[src/rtl/ghost_sprite.sv]
//-----------------------------------------------------------------------------
// ghost_sprite
//
// Renders one 16x16 arcade ghost and runs its behaviour-mode state machine.
// The sprite origin is derived from the ghost tile position. The pixel under
// the beam is looked up in the bitmap ROM, mapped to a 3-bit colour for the
// current mode, and registered, so col/visible lag shpos/svpos by one clk.
//
// Ports
//   clk        pixel clock (sole clock)
//   reset      asynchronous, active-high reset
//   ce         one-clk frame tick (advances walk animation and timers)
//   shpos      beam X, 10 bits
//   svpos      beam Y, 10 bits
//   xpos       ghost tile X, 5 bits
//   ypos       ghost tile Y, 5 bits
//   direction  0 right, 1 left, 2 up, 3 down (selects pupil placement)
//   frighten   event pulse: enter or restart frightened mode
//   eaten      event pulse: frightened ghost was eaten, becomes eyes
//   home       event pulse: eyes reached the pen, back to normal
//   col        registered {R,G,B} pixel, 000 when nothing is drawn
//   visible    registered, 1 when col is an opaque sprite pixel
//   mode       0 NORMAL, 1 FRIGHT, 2 FLASH, 3 EYES
//
// Build option
//   GHOST_FLASH_EN  when defined, the ghost flashes white near the end of
//                   frightened mode (FLASH state plus flash counter). When
//                   undefined, FRIGHT runs straight to NORMAL and the
//                   FLASH_FRAMES/FLASH_PERIOD parameters have no effect.
//-----------------------------------------------------------------------------
`timescale 1ns/1ps

module ghost_sprite #(
    parameter logic [2:0] BODY_COLOR    = 3'b100,
    parameter int         X_OFF         = 20,
    parameter int         Y_OFF         = 20,
    parameter int         ANIM_PERIOD   = 11,
    parameter int         FRIGHT_FRAMES = 600,
    parameter int         FLASH_FRAMES  = 120,
    parameter int         FLASH_PERIOD  = 15
) (
    input  logic       clk,
    input  logic       reset,
    input  logic       ce,
    input  logic [9:0] shpos,
    input  logic [9:0] svpos,
    input  logic [4:0] xpos,
    input  logic [4:0] ypos,
    input  logic [1:0] direction,
    input  logic       frighten,
    input  logic       eaten,
    input  logic       home,
    output logic [2:0] col,
    output logic       visible,
    output logic [1:0] mode
);

    typedef enum logic [1:0] {
        M_NORMAL = 2'd0,
        M_FRIGHT = 2'd1,
        M_FLASH  = 2'd2,
        M_EYES   = 2'd3
    } mode_t;

    localparam int         AW          = (ANIM_PERIOD > 1) ? $clog2(ANIM_PERIOD) : 1;
    localparam logic [9:0] FRIGHT_LOAD = 10'(FRIGHT_FRAMES);

    // Body silhouette, bit 15 = leftmost column. Rows 14/15 are the skirt,
    // which alternates between the two walk frames.
    function automatic logic [15:0] body_mask(input logic anim_f, input logic [3:0] row);
        logic [15:0] m;
        case (row)
            4'd0:    m = 16'h07E0;
            4'd1:    m = 16'h1FF8;
            4'd2:    m = 16'h3FFC;
            4'd14:   m = anim_f ? 16'h766E : 16'h6E76;
            4'd15:   m = anim_f ? 16'h324C : 16'h4662;
            default: m = 16'h7FFE;
        endcase
        return m;
    endfunction

    // Normal bitmap ROM row: 16 two-bit pixels, column 0 in bits [31:30].
    // Codes: 0 transparent, 1 body, 2 pupil, 3 eye white. The two 4x4 eyes
    // sit 6 columns apart; direction shifts the eyes and moves the 2x2 pupils
    // toward the side the ghost is looking.
    function automatic logic [31:0] rom_row(input logic [1:0] dir, input logic anim_f,
                                            input logic [3:0] row);
        logic [15:0] m;
        logic [31:0] bits;
        logic [1:0]  pix;
        logic        w;
        logic        p;
        int          ex;
        int          ey;
        int          px;
        int          py;
        int          b;
        int          r;
        m    = body_mask(anim_f, row);
        bits = '0;
        r    = int'(row);
        case (dir)
            2'd0:    begin ex = 3; ey = 4; px = 2; py = 1; end
            2'd1:    begin ex = 1; ey = 4; px = 0; py = 1; end
            2'd2:    begin ex = 2; ey = 3; px = 1; py = 0; end
            default: begin ex = 2; ey = 5; px = 1; py = 2; end
        endcase
        for (int c = 0; c < 16; c++) begin
            w = 1'b0;
            p = 1'b0;
            for (int e = 0; e < 2; e++) begin
                b = ex + 6 * e;
                if (c >= b && c < b + 4 && r >= ey && r < ey + 4)
                    w = 1'b1;
                if (c >= b + px && c < b + px + 2 && r >= ey + py && r < ey + py + 2)
                    p = 1'b1;
            end
            if (p)
                pix = 2'd2;
            else if (w)
                pix = 2'd3;
            else if (m[15-c])
                pix = 2'd1;
            else
                pix = 2'd0;
            bits[31-2*c -: 2] = pix;
        end
        return bits;
    endfunction

    // Frightened-face ROM row: same silhouette, small square eyes and a
    // zig-zag mouth drawn as face pixels (code 3).
    function automatic logic [31:0] fright_row(input logic anim_f, input logic [3:0] row);
        logic [15:0] m;
        logic [31:0] bits;
        logic [1:0]  pix;
        logic        face;
        int          r;
        m    = body_mask(anim_f, row);
        bits = '0;
        r    = int'(row);
        for (int c = 0; c < 16; c++) begin
            face = ((r == 5 || r == 6) && (c == 4 || c == 5 || c == 10 || c == 11)) ||
                   (r == 10 && c >= 3 && c <= 13 && (c % 2) == 1) ||
                   (r == 11 && c >= 2 && c <= 12 && (c % 2) == 0);
            if (face)
                pix = 2'd3;
            else if (m[15-c])
                pix = 2'd1;
            else
                pix = 2'd0;
            bits[31-2*c -: 2] = pix;
        end
        return bits;
    endfunction

    function automatic logic [1:0] pick_pixel(input logic [31:0] r, input logic [3:0] x);
        logic [4:0]  amt;
        logic [31:0] sh;
        amt = 5'd30 - {x, 1'b0};
        sh  = r >> amt;
        return sh[1:0];
    endfunction

    // Returns {visible, col} for a pixel code in the given mode.
    function automatic logic [3:0] shade(input mode_t m, input logic phase_f,
                                         input logic [1:0] code);
        logic [3:0] o;
        o = 4'b0000;
        if (code != 2'd0) begin
            case (m)
                M_NORMAL: begin
                    case (code)
                        2'd1:    o = {1'b1, BODY_COLOR};
                        2'd2:    o = 4'b1001;
                        default: o = 4'b1111;
                    endcase
                end
                M_FRIGHT: o = (code == 2'd1) ? 4'b1001 : 4'b1111;
                M_FLASH: begin
                    if (phase_f)
                        o = (code == 2'd1) ? 4'b1111 : 4'b1100;
                    else
                        o = (code == 2'd1) ? 4'b1001 : 4'b1111;
                end
                default: begin
                    case (code)
                        2'd2:    o = 4'b1001;
                        2'd3:    o = 4'b1111;
                        default: o = 4'b0000;
                    endcase
                end
            endcase
        end
        return o;
    endfunction

    mode_t          mode_q;
    mode_t          mode_d;
    logic [9:0]     timer_q;
    logic [9:0]     timer_d;
    logic [AW-1:0]  anim_cnt;
    logic           anim;
    logic           phase;

`ifdef GHOST_FLASH_EN
    localparam int         FW         = (FLASH_PERIOD > 1) ? $clog2(FLASH_PERIOD) : 1;
    localparam logic [9:0] FLASH_LOAD = 10'(FLASH_FRAMES);

    logic [FW-1:0]  fcnt_q;
    logic [FW-1:0]  fcnt_d;
    logic           phase_q;
    logic           phase_d;

    assign phase = phase_q;
`else
    assign phase = 1'b0;
`endif

    // Walk animation: free-running over ce in every mode.
    always_ff @(posedge clk or posedge reset) begin
        if (reset) begin
            anim_cnt <= '0;
            anim     <= 1'b0;
        end else if (ce) begin
            if (anim_cnt == AW'(ANIM_PERIOD - 1)) begin
                anim_cnt <= '0;
                anim     <= ~anim;
            end else begin
                anim_cnt <= anim_cnt + AW'(1);
            end
        end
    end

    // Mode FSM. Events win over the ce tick, and eaten wins over frighten.
    // The FLASH transition fires on the ce that brings the timer down to
    // FLASH_FRAMES; expiry fires on the ce that brings it to zero.
    always_comb begin
        mode_d  = mode_q;
        timer_d = timer_q;
`ifdef GHOST_FLASH_EN
        fcnt_d  = fcnt_q;
        phase_d = phase_q;
`endif
        case (mode_q)
            M_NORMAL: begin
                if (frighten) begin
                    mode_d  = M_FRIGHT;
                    timer_d = FRIGHT_LOAD;
                end
            end
            M_FRIGHT, M_FLASH: begin
                if (eaten) begin
                    mode_d  = M_EYES;
                    timer_d = '0;
                end else if (frighten) begin
                    mode_d  = M_FRIGHT;
                    timer_d = FRIGHT_LOAD;
                end else if (ce) begin
                    if (timer_q <= 10'd1) begin
                        mode_d  = M_NORMAL;
                        timer_d = '0;
                    end else begin
                        timer_d = timer_q - 10'd1;
`ifdef GHOST_FLASH_EN
                        if (mode_q == M_FRIGHT && timer_d == FLASH_LOAD)
                            mode_d = M_FLASH;
                        if (mode_q == M_FLASH) begin
                            if (fcnt_q == FW'(FLASH_PERIOD - 1)) begin
                                fcnt_d  = '0;
                                phase_d = ~phase_q;
                            end else begin
                                fcnt_d = fcnt_q + FW'(1);
                            end
                        end
`endif
                    end
                end
            end
            M_EYES: begin
                if (home)
                    mode_d = M_NORMAL;
            end
            default: mode_d = M_NORMAL;
        endcase
`ifdef GHOST_FLASH_EN
        // Any path out of FLASH (including a restart) starts the next
        // flash sequence from phase 0.
        if (mode_d != M_FLASH) begin
            fcnt_d  = '0;
            phase_d = 1'b0;
        end
`endif
    end

    always_ff @(posedge clk or posedge reset) begin
        if (reset) begin
            mode_q  <= M_NORMAL;
            timer_q <= '0;
`ifdef GHOST_FLASH_EN
            fcnt_q  <= '0;
            phase_q <= 1'b0;
`endif
        end else begin
            mode_q  <= mode_d;
            timer_q <= timer_d;
`ifdef GHOST_FLASH_EN
            fcnt_q  <= fcnt_d;
            phase_q <= phase_d;
`endif
        end
    end

    assign mode = mode_q;

    // ---- stage p0: beam position -> sprite-local pixel -> colour ----
    logic [9:0]  ox_p0;
    logic [9:0]  oy_p0;
    logic [9:0]  dx_p0;
    logic [9:0]  dy_p0;
    logic        inside_p0;
    logic        fright_p0;
    logic [31:0] row_p0;
    logic [1:0]  code_p0;
    logic [3:0]  shade_p0;

    // Origin and differences wrap modulo 1024, so a ghost near the left or
    // top edge appears at the far end of the coordinate range.
    assign ox_p0     = {2'b00, xpos, 3'b000} - 10'(X_OFF);
    assign oy_p0     = {2'b00, ypos, 3'b000} - 10'(Y_OFF);
    assign dx_p0     = shpos - ox_p0;
    assign dy_p0     = svpos - oy_p0;
    assign inside_p0 = (dx_p0[9:4] == 6'd0) && (dy_p0[9:4] == 6'd0);
    assign fright_p0 = (mode_q == M_FRIGHT) || (mode_q == M_FLASH);
    assign row_p0    = fright_p0 ? fright_row(anim, dy_p0[3:0])
                                 : rom_row(direction, anim, dy_p0[3:0]);
    assign code_p0   = pick_pixel(row_p0, dx_p0[3:0]);
    assign shade_p0  = inside_p0 ? shade(mode_q, phase, code_p0) : 4'b0000;

    // ---- stage p1: registered pixel output ----
    logic [2:0] col_p1;
    logic       vld_p1;

    always_ff @(posedge clk or posedge reset) begin
        if (reset) begin
            col_p1 <= 3'b000;
            vld_p1 <= 1'b0;
        end else begin
            col_p1 <= shade_p0[2:0];
            vld_p1 <= shade_p0[3];
        end
    end

    assign col     = col_p1;
    assign visible = vld_p1;

endmodule

[config.mk]
export PLATFORM = sky130hd
export DESIGN_NAME = ghost_sprite
export DESIGN_NICKNAME = d
export VERILOG_FILES = /design/src/rtl/ghost_sprite.sv
export SDC_FILE = /design/constraint.sdc
export NUM_CORES = 1
export LEC_CHECK = 0
export CORE_MARGIN = 2
export CORE_UTILIZATION = 45
export CTS_CLUSTER_SIZE = 14
export DETAILED_ROUTE_END_ITERATION = 8
export HOLD_SLACK_MARGIN = 0.05
export PLACE_DENSITY = 0.68
export SYNTH_ARGS = -nofsm -noshare
export SYNTH_HDL_FRONTEND = slang
export SYNTH_SLANG_ARGS = --single-unit
[constraint.sdc]
create_clock -name clk -period 4.8 [get_ports clk]
set_input_delay 0.48 -clock clk [delete_from_list [all_inputs] [get_ports clk]]
set_output_delay 0.48 -clock clk [all_outputs]
set_load 0.005 [all_outputs]
==> flow_metrics.env, run 1 <==
export IMPL_dp_hpwl_mm=7.07
export IMPL_syn_to_final_growth_pct=23.7
export IMPL_cts_tree="built"
export IMPL_cpMostUsedCell="ha_1"
export IMPL_final_cell_mix="ha_1 (43), clkdlybuf4s50_1 (43), nor2_1 (34), o21ai_0 (30), inv_1 (28)"
export IMPL_syn_inst=410
export IMPL_required_ps=4940
export IMPL_antenna_found_initial=0
export IMPL_fin_skew_ps=2.17
export IMPL_via_per_inst=5.91
export IMPL_final_setup_viol_count=0
export IMPL_routed_top_layer="met4"
export IMPL_reg2reg_from="mode[0]"
export IMPL_synth_top_cell_area_share_pct=16.8
export IMPL_power_density_nw_per_um2=349
export IMPL_wl_mm=8.78
export IMPL_tightest_slew_ps=786
export IMPL_place_congestion=1.02
export IMPL_cap_viol_max_count=0
export IMPL_crit_type="in2reg"
export IMPL_clkSinkCount=21
export IMPL_fmaxAchievable_ghz=0.220
export IMPL_ir_worst_vdd_mv=0.168
export IMPL_grt_pass1_vias=3203
export IMPL_hold_buffers=0
export IMPL_whs_ps=500
export IMPL_die_height_um=88.5
export IMPL_synth_cell_types=66
export IMPL_start_kind="input port"
export IMPL_arrival_ps=4690
export IMPL_design_area_um2=3970
export IMPL_n_antenna_cell=0
export IMPL_nFillCells=637
export IMPL_grt_max_degree=24
export IMPL_worstPathCellList="clkdlybuf4s50_1, fa_2, ha_1, o21a_1, o31ai_2, nand3_1, o311a_1, a2111oi_1, o31ai_1, o32a_1, ha_1, a2111oi_2, o2111ai_1, nor3_1, nand4_1, nor4_1"
export IMPL_synth_warnings=0
export IMPL_gr_total_overflow=0
export IMPL_core_um2=6830
export IMPL_post_route_drc_count=0
export IMPL_die_width_um=88.5
export IMPL_fin_crit_sh_pct=94.8
export IMPL_wl_met3_um=519
export IMPL_hold_viol_final=0
export IMPL_relSlewSlack_pct=47.5
export IMPL_drtPass1Iterations=5
export IMPL_netlist_top_cells_area="ha_1 (17%), dfrtp_1 (16%), o21ai_0 (4.7%)"
export IMPL_drt_iter0_drc=200
export IMPL_post_cts_buffers=0
export IMPL_synth_seq_cells=21
export IMPL_yosysTopAreaCell="ha_1"
export IMPL_fin_crit_ps=4550
export IMPL_synthArstFlopShare_pct=100
export IMPL_status="complete, no violations"
export IMPL_power_leakage_uw=0.00167
export IMPL_synth_edf_count=0
export IMPL_syn_avg_cell_area_um2=7.83
export IMPL_reg2regPathDepth=14
export IMPL_grtUsageTotal_pct=23.3
export IMPL_initial_core_util_pct=47.0
export IMPL_crit_path_top_delay_cell="fa_2"
export IMPL_dieArea_um2=7830
export IMPL_hp_start="timer_q[7]"
export IMPL_cts_root_buf="clkbuf_8"
export IMPL_min_to="timer_q[7]"
export IMPL_cpPeakStageDelay_ps=640
export IMPL_clock_path_buffers=2
export IMPL_cts_max_level=1
export IMPL_fin_nets=550
export IMPL_cts_resized=0
export IMPL_cts_buffers=3
export IMPL_grt_first_pass_wirelength_mm=14.7
export IMPL_met2_length_mm=4.05
export IMPL_place_area_um2=3880
export IMPL_clk_pin_slew_ps=70
export IMPL_synthFlopType="dfrtp_1"
export IMPL_postRouteAntennaNets=0
export IMPL_hold_class="reg2reg"
export IMPL_wl_met1_mm=3.96
export IMPL_fp_row_count=30
export IMPL_drive_gt1_share_pct=12.4
export IMPL_worstSkewPairLatency_ps=260
export IMPL_detailroute_via_count=3322
export IMPL_drv_slew=0
export IMPL_p_total_uw=1380
export IMPL_portBuffers=43
export IMPL_timing_rr_end="col[0]"
export IMPL_wire_per_inst_um=15.6
export IMPL_setup_tns_final_ps=0
export IMPL_io_pins=44
export IMPL_dp_cells=558
export IMPL_cp_end_kind="flop"
export IMPL_path_max_fanout=4
export IMPL_holdPathStages=1
export IMPL_syn_area_um2=3210
export IMPL_r2r_slack_ps=650
export IMPL_final_cells=562
export IMPL_ys_seq_area_share_pct=16.4
==> area by class of cell <==
type	instances	area [um2]	share of cell area, %
Multi-Input combinational cell	344	2550	64.3
Timing Repair Buffer	68	618	15.6
Sequential cell	21	526	13.2
Tap cell	96	120	3.02
Inverter	29	109	2.74
Clock buffer	4	45.0	1.13
==> sequential cells by signal (all words and copies together) (netlist names) <==
register,cells
timer_q,10
col,3
anim,1
anim_cnt,4
visible,1
mode,2
==> through the flow <==
stage / util (%) / setup WS, ps
3_3_place_gp: 56.9 / -113
6_report: 58.1 / 247
3_5_place_dp: 56.9 / -160
4_1_cts: 57.5 / 97.6
2_1_floorplan: - / 704
5_1_grt: 58.1 / -5.26
==> cells by family (layout without fill, tap and decap cells) <==
| family | Yosys count | count (layout) | share of synthesized area (%) |
|---|---|---|---|
| other cells | 1 | 2 | 0.117 |
| flops | 21 | 21 | 16.4 |
| xor+xnor | 21 | 21 | 6.16 |
| compound gates | 130 | 130 | 29.2 |
| simple gates | 141 | 141 | 23.0 |
| mux | 5 | 5 | 1.68 |
| buf+inv | 46 | 101 | 5.49 |
| fa+ha+maj | 45 | 45 | 18.0 |
==> how the worst max path moves through the flow <==
stage,start,end,slack [ps],cells past startpoint
2_1_floorplan,svpos[2],col[1],700,16
3_3_place_gp,svpos[2],col[1],-110,16
3_5_place_dp,svpos[2],col[0],-160,16
4_1_cts,svpos[2],col[0],100,16
5_1_grt,ypos[0],col[2],-5,17
6_report,ypos[0],col[0],250,16
==> where the power goes <==
group	total, uW	switching [uW]	internal, uW	leakage (uW)
clock network	115	55.4	59.1	0.0000228
registers	312	72.0	240	0.000267
logic	958	552	406	0.00138
==> cells in the mapped netlist, drive strengths merged (3+ instances only) <==
cell / n
and2: 4
ha: 43
nor3: 15
a21oi: 23
nand2b: 14
a21o: 4
o41ai: 3
clkbuf: 14
o311ai: 3
a31o: 3
nor2b: 9
xor2: 7
a22o: 6
inv: 28
o211ai: 8
nand2: 21
mux2: 3
xnor2: 13
nor2: 34
nor4: 3
o31ai: 8
a2111oi: 7
o21bai: 4
dfrtp: 21
nand3: 18
a211oi: 3
o21ai: 31
or2: 5
buf: 3
nand4: 7
a31oi: 8
==> layer usage <==
layer | GRT usage [%] | vias up
li1 | - | 1636
met5 | 0 | -
met1 | 31.5 | 1516
met2 | 38.6 | 143
met4 | 6.47 | 0
met3 | 3.92 | 27
==> worst max-delay path, delay by kind of cell <==
| family | cells | cell delay (ps) |
|---|---|---|
| adders and majority gates | 3 | 1110 |
| buffers and inverters | 1 | 450 |
| AOI/OAI and AO/OA | 8 | 1770 |
| and+or+nand+nor | 4 | 890 |
(Power assumes the default switching activity.)
==> run 2, diff against run 1 <==
clock period = 4.3 ns   (was 4.8 ns; I/O delays follow)
==> flow_metrics.env, run 2 (synthesis gave the netlist of run 1 again) <==
export IMPL_io_pins=44
export IMPL_largest_register_ffs=10
export IMPL_cp_end_kind="flop"
export IMPL_path_max_fanout=4
export IMPL_tightest_slew_ps=797
export IMPL_place_ws_ps=-621
export IMPL_cp_buffers_inverters=3
export IMPL_cts_root_buf="clkbuf_8"
export IMPL_die_width_um=88.5
export IMPL_start_kind="input port"
export IMPL_die_height_um=88.5
export IMPL_grt_first_pass_wirelength_mm=15.1
export IMPL_clk_pin_slew_ps=80
export IMPL_post_route_drc_count=0
export IMPL_worstSkewPairLatency_ps=260
export IMPL_dieArea_um2=7830
export IMPL_antenna_found_initial=0
export IMPL_final_cell_mix="buf_4 (66), ha_1 (41), clkdlybuf4s50_1 (37), nor2_1 (34), inv_1 (28)"
export IMPL_fp_row_count=30
export IMPL_fin_crit_ps=4100
export IMPL_cts_tree="built"
export IMPL_cts_max_level=1
export IMPL_n_antenna_cell=0
export IMPL_drtPass1Iterations=5
export IMPL_power_density_nw_per_um2=386
export IMPL_fin_nets=593
export IMPL_status="complete, no violations"
export IMPL_gr_total_overflow=0
export IMPL_dp_hpwl_mm=7.34
export IMPL_drt_iter0_drc=189
export IMPL_place_congestion=0.948
export IMPL_via_per_inst=5.80
export IMPL_wire_per_inst_um=15.7
export IMPL_initial_core_util_pct=47.0
export IMPL_grtUsageTotal_pct=24.0
export IMPL_clock_path_buffers=2
export IMPL_required_ps=4450
export IMPL_relSlewSlack_pct=46.8
export IMPL_power_leakage_uw=0.00195
export IMPL_fin_crit_sh_pct=95.4
export IMPL_syn_to_final_growth_pct=38.2
export IMPL_fmaxAchievable_ghz=0.244
export IMPL_fin_skew_ps=5.50
export IMPL_top_register="timer_q"
export IMPL_multi_input_area_um2=2690
export IMPL_wl_mm=9.50
export IMPL_crit_type="in2reg"
export IMPL_grt_max_degree=22
export IMPL_clkSinkCount=21
export IMPL_worstPathCellList="dlymetal6s2s_1, fa_2, ha_1, o21a_1, o31ai_4, nand3_2, buf_4, o21ai_1, o211ai_1, a221oi_2, a31oi_2, ha_2, a2111oi_4, o2111ai_1, nor3_1, nand4_1, buf_4, a2111oi_2"
export IMPL_cap_viol_max_count=0
export IMPL_drv_slew=0
export IMPL_hold_viol_final=0
export IMPL_final_common_cell="buf_4"
export IMPL_postRouteAntennaNets=0
export IMPL_drive_gt1_share_pct=22.6
export IMPL_ir_worst_vdd_mv=0.181
export IMPL_hold_buffers=0
export IMPL_detailroute_via_count=3508
export IMPL_arrival_ps=4250
export IMPL_cts_buffers=3
export IMPL_core_um2=6830
export IMPL_cpMostUsedCell="buf_4"
export IMPL_portBuffers=43
export IMPL_nFillCells=599
export IMPL_cp_top_family="compound AO/OA/AOI/OAI gates"
export IMPL_hold_class="reg2reg"
export IMPL_layout_setup_ws_ps=199
export IMPL_grt_pass1_vias=3330
export IMPL_post_route_util_pct=65.0
export IMPL_final_setup_viol_count=0
export IMPL_cpPeakStageDelay_ps=640
export IMPL_crit_path_top_delay_cell="fa_2"
export IMPL_seqCellArea_um2=526
[run 2: cell count changes in the layout (fill, tap and decap cells not counted), sizes merged]
cell,change
clkdlybuf4s50,-6
buf,+42
nand3,+1
dlymetal6s2s,+6
[run 2: area by class of cell]
cell class	instances	share of cell area, %
Multi-Input combinational cell	345	60.5
Timing Repair Buffer	110	21.5
Sequential cell	21	11.8
Tap cell	96	2.71
Inverter	29	2.45
Clock buffer	4	1.01
[run 2: repair_timing]
item | in CTS | in global routing
setup endpoints to repair | 4 | 4
endpoints found under the hold margin | 0 | 0
buffers inserted | 3 | 4
pin swaps | 10 | 16
cloned | 0 | 1
resized for setup | 19 | 21
[run 2: path summary, 6_finish.rpt]
kind,startpoint,endpoint,slack [ps],depth (start not counted)
worst min register to register,timer_q[7],timer_q[7],490,1
worst max-delay path,svpos[2],col[2],200,18
worst min-delay path,timer_q[7],timer_q[7],490,1
min in group asynchronous,reset,timer_q[0],620,2
worst max register to register,mode[0],col[2],450,16
max in group asynchronous,reset,mode[0],3190,2
[run 2: routing by layer]
layer	routed length (um)	vias up	track usage (%)
met5	0	-	0
met3	570	21	3.54
met2	4450	127	42.0
met1	4310	1637	31.9
li1	-	1723	-
met4	174	0	3.99
[run 2: per-stage QoR]
| step | total power [uW] | area [um2] | hold slack (ps) | instances | TNS, ps |
|---|---|---|---|---|---|
| floorplan | 1080 | 3210 | 407 | 411 | 0 |
| global placement | 1450 | 4150 | 472 | 593 | -2620 |
| detailed placement | 1460 | 4150 | 480 | 593 | -2290 |
| CTS | 1650 | 4290 | 493 | 600 | 0 |
| global route | 1850 | 4440 | 524 | 605 | -184 |
| finish | 1710 | 4440 | 494 | 605 | 0 |
[run 2: power by group]
part | switching (uW) | internal [uW]
sequential | 78.2 | 268
clock | 61.9 | 66.0
combinational | 673 | 565
==> run 3, diff against run 2 <==
CORE_ASPECT_RATIO = 1.75   (was default)
==> flow_metrics.env, run 3 (synthesis gave the netlist of run 1 again) <==
export IMPL_die_width_um=67.9
export IMPL_antenna_found_initial=0
export IMPL_grt_first_pass_wirelength_mm=15.9
export IMPL_cts_tree="built"
export IMPL_worstPathCellList="dlygate4sd2_1, fa_2, ha_1, o21a_1, o31ai_2, nand3_1, o311a_1, a2111oi_2, buf_4, o31ai_1, o32a_1, ha_1, a2111oi_4, o2111ai_2, nor3_2, nand4_1, buf_4, a2111oi_2"
export IMPL_nFillCells=628
export IMPL_cap_viol_max_count=0
export IMPL_final_common_cell="buf_4"
export IMPL_clk_pin_slew_ps=60
export IMPL_dp_hpwl_mm=8.13
export IMPL_fp_row_count=40
export IMPL_tightest_slew_ps=825
export IMPL_wire_per_inst_um=16.7
export IMPL_crit_path_top_delay_cell="fa_2"
export IMPL_hold_buffers=0
export IMPL_relSlewSlack_pct=44.9
export IMPL_timing_rr_end="col[2]"
export IMPL_hp_start="timer_q[7]"
export IMPL_largest_register_ffs=10
export IMPL_final_cell_mix="buf_4 (63), ha_1 (42), clkdlybuf4s50_1 (40), nor2_1 (34), o21ai_0 (29)"
export IMPL_worstSkewPairLatency_ps=260
export IMPL_clkSinkCount=21
export IMPL_cp_end_kind="flop"
export IMPL_fin_crit_sh_pct=96.3
export IMPL_die_height_um=116
export IMPL_fin_skew_ps=4.21
export IMPL_path_max_fanout=4
export IMPL_post_route_util_pct=63.0
export IMPL_min_to="timer_q[7]"
export IMPL_postRouteAntennaNets=0
export IMPL_n_antenna_cell=0
export IMPL_core_um2=6910
export IMPL_reg2regPathDepth=17
export IMPL_grt_max_degree=22
export IMPL_dieArea_um2=7850
export IMPL_power_density_nw_per_um2=409
export IMPL_hold_viol_final=0
export IMPL_grt_pass1_vias=3530
export IMPL_drive_gt1_share_pct=20.8
export IMPL_fmaxAchievable_ghz=0.241
export IMPL_fin_nets=589
export IMPL_whs_ps=484
export IMPL_cts_root_buf="clkbuf_16"
export IMPL_rsz0062_at_grt="false"
export IMPL_gr_total_overflow=0
export IMPL_initial_core_util_pct=46.5
export IMPL_crit_type="in2reg"
export IMPL_drv_slew=0
export IMPL_r2r_slack_ps=630
export IMPL_syn_to_final_growth_pct=35.5
export IMPL_arrival_ps=4300
export IMPL_place_area_um2=4150
export IMPL_portBuffers=43
export IMPL_fin_crit_ps=4140
export IMPL_cts_buffers=3
export IMPL_post_route_drc_count=0
export IMPL_grtUsageTotal_pct=26.2
export IMPL_holdPathStages=1
export IMPL_cp_top_family="compound AO/OA/AOI/OAI gates"
export IMPL_ir_worst_vdd_mv=0.191
export IMPL_design_area_um2=4350
export IMPL_cts_max_level=1
export IMPL_via_per_inst=5.90
export IMPL_required_ps=4450
export IMPL_clock_path_buffers=2
export IMPL_detailroute_via_count=3477
export IMPL_status="complete, no violations"
export IMPL_drtPass1Iterations=4
export IMPL_start_kind="input port"
export IMPL_power_leakage_uw=0.00188
export IMPL_place_congestion=0.951
export IMPL_drt_iter0_drc=199
export IMPL_io_pins=44
export IMPL_p_total_uw=1780
export IMPL_top_register="timer_q"
export IMPL_cpPeakStageDelay_ps=690
export IMPL_reg2reg_from="mode[0]"
export IMPL_wl_mm=9.85
export IMPL_hold_class="reg2reg"
export IMPL_cp_buffers_inverters=3
export IMPL_final_setup_viol_count=0
[run 3: cell types whose count changed in the layout (fill, tap and decap cells not counted), moves of 3 or more]
cell             before  now
buf_4                66   63
clkbuf_8              3    0
dlymetal6s2s_1        6    0
clkdlybuf4s50_1      37   40
clkbuf_16             0    3
[run 3: layout make-up]
class                   instances  area [um2]  area share [%]
flip-flops and latches         21         526            12.1
well taps                      84         105            2.42
multi-input cells             344        2620            60.1
inverters                      29         109            2.50
repair buffers                107         916            21.1
clock buffers                   4        78.8            1.81
[run 3: how the worst max path moves through the flow]
stage | startpoint | endpoint | slack (ps) | depth (start not counted)
after global routing | ypos[0] | col[2] | 4 | 18
after CTS | svpos[2] | col[2] | 90 | 18
final | ypos[0] | col[2] | 160 | 18
after floorplan | svpos[2] | col[1] | 250 | 16
after global placement | svpos[2] | col[2] | -700 | 17
after detailed placement | svpos[2] | col[2] | -770 | 17
[run 3: stage by stage]
step | setup TNS, ps | instances | setup slack [ps]
after floorplan | 0 | 411 | 254
after global placement | -2610 | 581 | -703
after detailed placement | -2940 | 581 | -774
after CTS | 0 | 589 | 94.3
after global routing | 0 | 589 | 3.96
final | 0 | 589 | 158
[run 3: per-layer routing]
layer  part of all wire, %  routed length (um)  vias to the layer above  global-route usage [%]
li1                      -                   -                     1711                       -
met1                    36                3600                     1631                    26.8
met2                    54                5310                       97                    49.3
met3                   3.1                 302                       38                    1.84
met4                   6.5                 643                        0                    16.5
met5                     0                   0                        -                       0
[run 3: worst reg2reg max path: cells and delay by family (launching register included)]
kind	cells	cell delay (ps)
AND/OR/NAND/NOR	4	430
adder cells (fa/ha/maj)	2	700
AO/OA/AOI/OAI	7	1360
flip-flops	1	400
buffers and inverters	4	680
[run 3: what timing repair did]
action | in CTS | in global routing
buffers inserted | 4 | 0
gates resized for setup | 17 | 9
endpoints found under the setup margin | 4 | 4
pin swaps | 11 | 8
[run 3: where the power goes]
| part | leakage (uW) | switching, uW | internal, uW |
|---|---|---|---|
| Sequential | 0.000267 | 80.5 | 269 |
| Combinational | 0.00157 | 679 | 550 |
| Clock | 0.0000382 | 76.8 | 127 |
